==> src/rtl/parity_check_pkg.sv <==
// rtl/parity_check_pkg.sv - shared encodings and parity helper for parity_check_seq
package parity_check_pkg;

    localparam logic [1:0] PAR_EVEN  = 2'b00;
    localparam logic [1:0] PAR_ODD   = 2'b01;
    localparam logic [1:0] PAR_MARK  = 2'b10;
    localparam logic [1:0] PAR_SPACE = 2'b11;

    localparam int MIN_DATA_LEN = 5;

    typedef enum logic [1:0] {
        ST_IDLE   = 2'b00,
        ST_DATA   = 2'b01,
        ST_PARITY = 2'b10,
        ST_DONE   = 2'b11
    } state_t;

    // acc is the XOR of all data bits received so far
    function automatic logic expected_parity(input logic [1:0] mode, input logic acc);
        logic exp_bit;
        case (mode)
            PAR_EVEN:  exp_bit = acc;
            PAR_ODD:   exp_bit = ~acc;
            PAR_MARK:  exp_bit = 1'b1;
            default:   exp_bit = 1'b0;
        endcase
        return exp_bit;
    endfunction

endpackage

==> src/rtl/parity_check_seq_if.sv <==
// rtl/parity_check_seq_if.sv - serial bit stream from the Rx sampler into the parity checker
interface parity_check_seq_if;
    logic frame_start;
    logic bit_valid;
    logic sampled_bit;

    modport master (output frame_start, output bit_valid, output sampled_bit);
    modport slave  (input  frame_start, input  bit_valid, input  sampled_bit);
endinterface

==> src/rtl/parity_err_counter.sv <==
// rtl/parity_err_counter.sv - saturating parity error counter with clear
module parity_err_counter #(
    parameter int CNT_W = 8
) (
    input  logic             clk,
    input  logic             rst,
    input  logic             inc,
    input  logic             clr,
    output logic [CNT_W-1:0] count
);

    // clear wins over a same-cycle increment
    always_ff @(posedge clk) begin
        if (rst || clr) begin
            count <= '0;
        end else if (inc && (count != {CNT_W{1'b1}})) begin
            count <= count + CNT_W'(1);
        end
    end

endmodule

==> src/rtl/parity_check_seq.sv <==
// rtl/parity_check_seq.sv - bit-serial UART Rx data assembler and parity checker
// Optional error counter enabled by macro PARITY_ERR_CNT_EN.
module parity_check_seq
    import parity_check_pkg::*;
#(
    parameter int DATA_WIDTH = 8,
    parameter int LEN_W      = 4,
    parameter int CNT_W      = 8
) (
    input  logic                  clk,
    input  logic                  rst,
    parity_check_seq_if.slave     rx,
    input  logic [LEN_W-1:0]      data_len,
    input  logic                  par_chk_en,
    input  logic [1:0]            par_mode,
    input  logic                  err_cnt_clr,
    output logic [DATA_WIDTH-1:0] data_bits,
    output logic                  parity_done,
    output logic                  parity_error,
    output logic                  busy,
    output logic [CNT_W-1:0]      err_count
);

    localparam int IDX_W = $clog2(DATA_WIDTH);

    state_t           state;
    logic [LEN_W-1:0] cnt;
    logic [LEN_W-1:0] len_q;
    logic [LEN_W-1:0] len_clamped;
    logic             chk_q;
    logic [1:0]       mode_q;
    logic             acc;
    logic             start;
    logic             last_bit;
    logic             par_bad;
    logic             err_inc;

    always_comb begin
        len_clamped = data_len;
        if (data_len < LEN_W'(MIN_DATA_LEN)) begin
            len_clamped = LEN_W'(MIN_DATA_LEN);
        end else if (data_len > LEN_W'(DATA_WIDTH)) begin
            len_clamped = LEN_W'(DATA_WIDTH);
        end
    end

    // a frame_start seen in DONE is dropped; elsewhere it (re)starts a frame
    assign start    = rx.frame_start && (state != ST_DONE);
    assign last_bit = (cnt == len_q - LEN_W'(1));
    assign par_bad  = (rx.sampled_bit != expected_parity(mode_q, acc));
    assign err_inc  = (state == ST_PARITY) && rx.bit_valid && !rx.frame_start && par_bad;
    assign busy     = (state != ST_IDLE);

    always_ff @(posedge clk) begin
        if (rst) begin
            state        <= ST_IDLE;
            cnt          <= '0;
            len_q        <= LEN_W'(MIN_DATA_LEN);
            chk_q        <= 1'b0;
            mode_q       <= PAR_EVEN;
            acc          <= 1'b0;
            data_bits    <= '0;
            parity_done  <= 1'b0;
            parity_error <= 1'b0;
        end else begin
            parity_done <= 1'b0;
            if (start) begin
                len_q        <= len_clamped;
                chk_q        <= par_chk_en;
                mode_q       <= par_mode;
                cnt          <= '0;
                acc          <= 1'b0;
                data_bits    <= '0;
                parity_error <= 1'b0;
                state        <= ST_DATA;
            end else begin
                case (state)
                    ST_DATA: begin
                        if (rx.bit_valid) begin
                            data_bits[cnt[IDX_W-1:0]] <= rx.sampled_bit;
                            acc <= acc ^ rx.sampled_bit;
                            cnt <= cnt + LEN_W'(1);
                            if (last_bit) begin
                                state       <= chk_q ? ST_PARITY : ST_DONE;
                                parity_done <= !chk_q;
                            end
                        end
                    end
                    ST_PARITY: begin
                        if (rx.bit_valid) begin
                            parity_error <= par_bad;
                            parity_done  <= 1'b1;
                            state        <= ST_DONE;
                        end
                    end
                    ST_DONE: state <= ST_IDLE;
                    default: state <= ST_IDLE;
                endcase
            end
        end
    end

`ifdef PARITY_ERR_CNT_EN
    parity_err_counter #(.CNT_W(CNT_W)) u_err_counter (
        .clk   (clk),
        .rst   (rst),
        .inc   (err_inc),
        .clr   (err_cnt_clr),
        .count (err_count)
    );
`else
    logic unused_cnt_inputs;
    assign unused_cnt_inputs = err_cnt_clr ^ err_inc;
    assign err_count         = '0;
`endif

endmodule
==> src/flat_wrapper.sv <==
// flat-port wrapper written by rule: the top's interface ports become plain ports
module parity_check_seq_flat import parity_check_pkg::*;
#(
    parameter int DATA_WIDTH = 8,
    parameter int LEN_W      = 4,
    parameter int CNT_W      = 8
)
  (clk, rst, data_len, par_chk_en, par_mode, err_cnt_clr, data_bits, parity_done, parity_error, busy, err_count, rx_frame_start, rx_bit_valid, rx_sampled_bit);
  parity_check_seq_if rx_i ();
  input  logic clk;
  input  logic rst;
  input  logic [LEN_W-1:0] data_len;
  input  logic par_chk_en;
  input  logic [1:0] par_mode;
  input  logic err_cnt_clr;
  output logic [DATA_WIDTH-1:0] data_bits;
  output logic parity_done;
  output logic parity_error;
  output logic busy;
  output logic [CNT_W-1:0] err_count;
  input wire logic [$bits(rx_i.frame_start)-1:0] rx_frame_start;
  input wire logic [$bits(rx_i.bit_valid)-1:0] rx_bit_valid;
  input wire logic [$bits(rx_i.sampled_bit)-1:0] rx_sampled_bit;
  assign rx_i.frame_start = rx_frame_start;
  assign rx_i.bit_valid = rx_bit_valid;
  assign rx_i.sampled_bit = rx_sampled_bit;
  parity_check_seq #(.DATA_WIDTH(DATA_WIDTH), .LEN_W(LEN_W), .CNT_W(CNT_W)) u_core (.clk(clk), .rst(rst), .rx(rx_i), .data_len(data_len), .par_chk_en(par_chk_en), .par_mode(par_mode), .err_cnt_clr(err_cnt_clr), .data_bits(data_bits), .parity_done(parity_done), .parity_error(parity_error), .busy(busy), .err_count(err_count));
endmodule
==> config.mk <==
export PLATFORM = sky130hd
export DESIGN_NAME = parity_check_seq_flat
export DESIGN_NICKNAME = d
export VERILOG_FILES = /design/src/rtl/parity_check_pkg.sv /design/src/rtl/parity_check_seq_if.sv /design/src/rtl/parity_err_counter.sv /design/src/rtl/parity_check_seq.sv /design/src/flat_wrapper.sv
export SDC_FILE = /design/constraint.sdc
export NUM_CORES = 1
export LEC_CHECK = 0
export ABC_AREA = 1
export CAP_MARGIN = 20
export CORE_ASPECT_RATIO = 0.6
export CORE_MARGIN = 2
export CORE_UTILIZATION = 40
export DETAILED_ROUTE_END_ITERATION = 6
export PLACE_DENSITY = 0.64
export RECOVER_POWER = 50
export SETUP_SLACK_MARGIN = 0.3
export SLEW_MARGIN = 20
export SYNTH_ARGS = -nofsm -noshare
export SYNTH_HDL_FRONTEND = slang
export SYNTH_SLANG_ARGS = --single-unit
==> constraint.sdc <==
create_clock -name clk -period 1.85 [get_ports clk]
set_clock_uncertainty 0.15 [all_clocks]
set_input_delay 0.185 -clock clk [delete_from_list [all_inputs] [get_ports clk]]
set_output_delay 0.185 -clock clk [all_outputs]
set_load 0.01 [all_outputs]
==> results.json, run 1 <==
{
  "antenna_cells_inserted": 0,
  "finalWeightedCongestion": 0.817,
  "synth_cell_types": 28,
  "post_cts_hold_buffer_count": 0,
  "total_leakage_power_nw": 0.746,
  "finalNetCount": 227,
  "grtUsageTotal": 0.158,
  "cts_buffers": 3,
  "htree_levels": 1,
  "internal-power_mw": 0.809,
  "cts_root_buf": "clkbuf_8",
  "dominant_combinational_cell_family_by_area_after_synthesis": "simple AND/OR/NAND/NOR gates",
  "critPathCaptureType": "primary output",
  "post_route_cells_drive_above_1_share": 0.222,
  "totalWireLength_microns": 2830,
  "ff2ff_path_depth": 5,
  "grt_max_degree": 14,
  "grt.overflow.total": 0,
  "clock_sink_count": 24,
  "synth-simple-area-share": 0.260,
  "post-route-period-util": 0.865,
  "top_cells_by_area_in_the_synthesized_netlist": "dfxtp_1, nand2_1, inv_1",
  "postLayoutSetupSlackWorst_ps": 250,
  "place_ws_ps": 130,
  "start_util": 0.433,
  "clk_latency_ps": 260,
  "area.growth.synth_to_final_pct": 32.2,
  "synth.cell_area_sq_mm": 0.00128,
  "hpwlAfterDp_microns": 2090,
  "combPwrFrac": 0.183,
  "async_reset_ff_frac": 0,
  "run_status": "finished, final reports clean",
  "worst_ep_arrival_time_ps": 1270,
  "first_global_vias": 1013,
  "final_design_area_no_fill_sq_mm": 0.00170,
  "vdd_ir_drop_max_uv": 432,
  "grt_antenna_before_repair": 0,
  "final-hold-violation-count": 0,
  "dominantRegCellSynth": "dfxtp_1",
  "synth_largest_type_area_fraction": 0.374,
  "totalPowerFinal_mw": 1.10,
  "power_frac_clock": 0.320,
  "tritoncts": "built",
  "post_detailed_route_via_to_cell_ratio": 4.69,
  "rsz0062_at_grt": "yes",
  "switching_part_of_the_total_power": 0.265,
  "synth-seq-area-share": 0.374,
  "crit_path_max_fo": 4,
  "postRouteAntennaNets": 0,
  "synth_enable_flop_cells": 0,
  "power.net_switching_mw": 0.292,
  "core_sq_mm": 0.00297,
  "seq_power_share": 0.497,
  "max_cap_viol_count": 0,
  "synth_top_area_cell": "dfxtp_1",
  "timing.hold.worst_endpoint": "u_core.mode_q[1]",
  "chipHeight_microns": 47.9,
  "final-setup-viol-count": 0,
  "drt_pass1_iterations": 4,
  "slew_violations": 0,
  "post_synth_fa_ha_maj_area_fraction": 0.0584,
  "synth-warning-count": 0,
  "muxShareOfSynthArea": 0,
  "post_synthesis_compound_gate_area_fraction": 0.159,
  "synth_xor_area_frac": 0.0136,
  "worst_r2r_startpoint": "u_core.state[0]",
  "vias": 1168,
  "rows": 15,
  "drt-wirelength-per-cell_microns": 11.4,
  "worst_ep_required_time_ps": 1510,
  "dieArea_sq_mm": 0.00370,
  "clk_transition_reported_paths_ps": 80,
  "setup.reg_to_reg.worst_slack_ps": 250,
  "boundaryPins": 32,
  "critical_path.reg2reg.endpoint": "u_core.data_bits[4]",
  "drt_iter0_drc": 33,
  "finalCriticalPeriod_ps": 1600,
  "hold_depth": 2,
  "hold_path_startpoint": "u_core.mode_q[1]",
  "avgSynthCellArea_sq_um": 7.34,
  "syn_inst": 175,
  "clock.fmax_ghz": 0.625,
  "worst_hold_path_type": "reg2reg",
  "cts_max_path_buffers": 2,
  "detailed_place.area_sq_mm": 0.00153,
  "ys_seq_elements": 24,
  "die_x_microns": 77.2,
  "io_buffers": 22,
  "setup-tns-final_ps": 0,
  "power_per_cell_area_mw_per_mm2": 648,
  "critPathLaunchType": "flop",
  "drcViolationCount": 0,
  "category_of_the_critical_setup_timing_path": "reg2out",
  "grt_first_pass_wirelength_microns": 4460
}
==> how the worst max path moves through the flow <==
stage	to	cells past startpoint	startpoint
floorplan	u_core.state[0]	11	u_core.len_q[0]
global placement	u_core.data_bits[6]	7	rx_bit_valid
detailed placement	u_core.len_q[1]	7	rx_frame_start
CTS	busy	4	u_core.state[0]
global route	u_core.acc	6	u_core.state[0]
finish	busy	4	u_core.state[0]
==> cell type report <==
type,count,area (sq um)
fillers,278,1270
multi-input cells,121,723
flip-flops and latches,24,487
repair buffers,30,274
inverters,28,108
clock buffers,4,55.1
well taps,42,52.6
==> state kept, by name, indices dropped and copies added (netlist names) <==
register / count
u_core.state: 2
u_core.data_bits: 8
u_core.len_q: 4
u_core.acc: 1
u_core.parity_done: 1
u_core.parity_error: 1
u_core.cnt: 4
u_core.mode_q: 2
u_core.chk_q: 1
==> critical path: stages (launching register included) <==
cell	delay [ps]
dfxtp_1	480
inv_1	110
ha_1	210
inv_1	50
clkbuf_1	160
==> cell usage after synthesis (3+ instances only) <==
| cell | n |
|---|---|
| nand3_2 | 3 |
| inv_1 | 24 |
| ha_1 | 6 |
| dfxtp_1 | 24 |
| inv_2 | 3 |
| o21ai_0 | 11 |
| buf_4 | 8 |
| nor2_4 | 3 |
| nor2_1 | 16 |
| nand3_1 | 8 |
| a21oi_1 | 14 |
| nand2_1 | 34 |
==> logic make-up after synthesis <==
kind of cell    after synthesis
simple gates                 70
other cells                   1
buf+inv                      37
xor+xnor                      2
fa+ha+maj                     6
compound gates               35
flops                        24
==> through the flow <==
stage	util	hold WS (ps)	cells
2_1_floorplan	-	97.4	182
5_1_grt	0.573	350	249
3_5_place_dp	0.515	285	238
4_1_cts	0.547	302	245
6_report	0.573	301	249
3_3_place_gp	0.515	284	238
==> metal layers <==
metal	global-route usage	vias up	part of all wire
met2	0.250	27	0.43
met4	0.0393	0	0.0046
met5	0	-	0
met3	0.0491	3	0.050
li1	-	610	-
met1	0.214	528	0.51
==> layout by cell type (no fill, tap or decap), types with 4 or more instances in the layout <==
cell type | netlist | final
nand2_1 | 34 | 32
dfxtp_1 | 24 | 21
inv_1 | 24 | 19
clkdlybuf4s50_1 | 0 | 16
a21oi_1 | 14 | 13
nor2_1 | 16 | 12
o21ai_0 | 11 | 10
conb_1 | 1 | 8
buf_4 | 8 | 8
inv_2 | 3 | 7
nand3_1 | 8 | 7
nor2_4 | 3 | 5
dlygate4sd3_1 | 0 | 5
nand2_2 | 2 | 4
nand3_2 | 3 | 4
nor2_2 | 2 | 4
ha_1 | 6 | 4
clkbuf_8 | 0 | 4
==> repair_timing <==
| item | in CTS | in global routing |
|---|---|---|
| buffers inserted | 3 | 4 |
| setup endpoints to repair | 6 | 13 |
| gates resized for setup | 8 | 24 |
| pin swaps | 4 | 7 |
| cloned | 0 | 0 |
==> power groups by stage <==
stage / sequential (mW) / combinational [mW] / clock (mW)
2_1_floorplan: 0.553 / 0.124 / 0
3_3_place_gp: 0.556 / 0.165 / 0
3_5_place_dp: 0.557 / 0.169 / 0
4_1_cts: 0.547 / 0.178 / 0.369
5_1_grt: 0.550 / 0.224 / 0.384
6_report: 0.548 / 0.201 / 0.352
Note: power is estimated with default switching activity, not from simulation.
==> run 2, diff against run 1 <==
--- a/config.mk
+++ b/config.mk
@@ -11,4 +11,5 @@
 export CORE_MARGIN = 2
 export CORE_UTILIZATION = 40
+export CTS_BUF_LIST = sky130_fd_sc_hd__clkbuf_8
 export DETAILED_ROUTE_END_ITERATION = 6
 export PLACE_DENSITY = 0.64
==> constraint.sdc (replaced) <==
create_clock -name clk -period 1.85 [get_ports clk]
set_clock_uncertainty 0.15 [all_clocks]
set_input_delay 0.2775 -clock clk [delete_from_list [all_inputs] [get_ports clk]]
set_output_delay 0.2775 -clock clk [all_outputs]
set_load 0.01 [all_outputs]
==> results.json, run 2 (same netlist as run 1, synthesis figures left out) <==
{
  "slew_violations": 0,
  "tritoncts": "built",
  "drt_iter0_drc": 57,
  "finalWeightedCongestion": 0.900,
  "cp_num_buf_inv": 2,
  "post_cts_hold_buffer_count": 0,
  "rows": 15,
  "top_regs": "u_core.data_bits: 8 flops, u_core.cnt: 4 flops, u_core.len_q: 4 flops",
  "clock.fmax_ghz": 0.634,
  "first_global_vias": 968,
  "run_status": "finished, final reports clean",
  "rsz0062_at_grt": "yes",
  "most_common_cell_after_layout_fill_and_taps_aside": "nand2_1",
  "drt_pass1_iterations": 4,
  "detailed_place.area_sq_mm": 0.00154,
  "vdd_ir_drop_max_uv": 432,
  "crit_path_max_incr_delay_ps": 380,
  "hpwlAfterDp_microns": 2160,
  "cts_root_buf": "clkbuf_8",
  "area.growth.synth_to_final_pct": 32.7,
  "post-route-period-util": 0.853,
  "setup-tns-final_ps": 0,
  "critPathCaptureType": "flop",
  "max_cap_viol_count": 0,
  "core_sq_mm": 0.00297,
  "postRouteAntennaNets": 0,
  "final-setup-viol-count": 0,
  "antenna_cells_inserted": 0,
  "nFillCells": 280,
  "grtUsageTotal": 0.160,
  "fin_util": 0.575,
  "clk_transition_reported_paths_ps": 80,
  "htree_levels": 1,
  "worst_hold_path_type": "reg2reg",
  "regMostFlops": "u_core.data_bits",
  "cts_buffers": 3,
  "clock_sink_count": 24,
  "hold_depth": 2,
  "crit_path_max_fo": 3,
  "power_per_cell_area_mw_per_mm2": 646,
  "grt_antenna_before_repair": 0,
  "finalNetCount": 229,
  "grt_max_degree": 14,
  "post_route_cells_drive_above_1_share": 0.225,
  "critPathLaunchType": "flop",
  "ff2ff_path_depth": 10,
  "vias": 1197,
  "dieArea_sq_mm": 0.00370,
  "drt-wirelength-per-cell_microns": 11.6,
  "crit_path_cell_trace": "inv_6, ha_4, inv_1, nand2_1, nand2_1, nor2_2, nand3_2, nand2_2, nand3_2, a21oi_2",
  "path_depth": 10,
  "grt.overflow.total": 0,
  "die_x_microns": 77.2,
  "io_buffers": 22,
  "final-hold-violation-count": 0,
  "largest_reg_flops": 8,
  "grt_first_pass_wirelength_microns": 4470,
  "boundaryPins": 32,
  "final_design_area_no_fill_sq_mm": 0.00171,
  "total_leakage_power_nw": 0.794,
  "crit_slowest_cell": "dfxtp_4",
  "layout_common_cells": "nand2_1, inv_1, dfxtp_1",
  "category_of_the_critical_setup_timing_path": "reg2reg",
  "finalCriticalPeriod_ps": 1580,
  "totalWireLength_microns": 2900,
  "start_util": 0.433,
  "drcViolationCount": 0,
  "worst_ep_arrival_time_ps": 1630,
  "clk_latency_ps": 260,
  "post_detailed_route_via_to_cell_ratio": 4.77,
  "chipHeight_microns": 47.9,
  "worst_ep_required_time_ps": 1900,
  "cp_delay_by_family_top": "simple AND/OR/NAND/NOR gates",
  "cts_max_path_buffers": 2
}
## run 2: changes by cell type in the layout (fill, tap and decap cells not counted), sizes merged
cell,delta
buf,+3
clkbuf,-1
clkdlybuf4s25,+1
clkdlybuf4s50,-6
dlygate4sd2,+9
dlygate4sd3,-5
dlymetal6s2s,+1
## run 2: where the power goes
| part | switching (mW) | total (mW) | internal, mW | leakage (nW) |
|---|---|---|---|---|
| logic | 0.116 | 0.207 | 0.0904 | 0.568 |
| registers | 0.0154 | 0.547 | 0.532 | 0.197 |
| clock network | 0.158 | 0.348 | 0.190 | 0.0288 |
## run 2: tightest hold or removal path, stage by stage, from the launching register on
cell	delay (ps)
dfxtp_1	310
nand2_1	60
nand2_1	40
## run 2: final cells by class
class,instances,area (sq um),area share
multi-input combinational,121,716,0.420
tap,42,52.6,0.0308
timing repair buffer,32,282,0.165
sequential,24,490,0.288
inverter,28,110,0.0646
clock buffer,4,55.1,0.0323
## run 2: worst paths after layout
check	slack, ps	startpoint	to
min	310	u_core.mode_q[1]	u_core.mode_q[1]
max reg2reg	270	u_core.len_q[0]	u_core.state[0]
min reg2reg	310	u_core.mode_q[1]	u_core.mode_q[1]
max	270	u_core.len_q[0]	u_core.state[0]
## run 2: timing repair
action,CTS,global route
endpoints found under the hold margin,0,0
endpoints found under the setup margin,19,16
pin swaps,2,4
gates resized for setup,18,23
buffers inserted,2,5
## run 2: routing by layer
layer | wire length [microns] | vias to the layer above | global-route usage
met2 | 1220 | 38 | 0.245
met1 | 1480 | 544 | 0.227
met4 | 8 | 0 | 0.0321
li1 | - | 613 | -
met5 | 0 | - | 0
met3 | 194 | 2 | 0.0472
## run 2: per-stage QoR
stage	power (mW)	worst slack, ps	hold slack, ps	cells
after floorplan	0.677	335	190	182
after global placement	0.725	63.4	284	240
after detailed placement	0.729	30.2	292	240
after CTS	1.09	266	310	246
after global routing	1.17	190	313	251
final	1.10	272	306	251
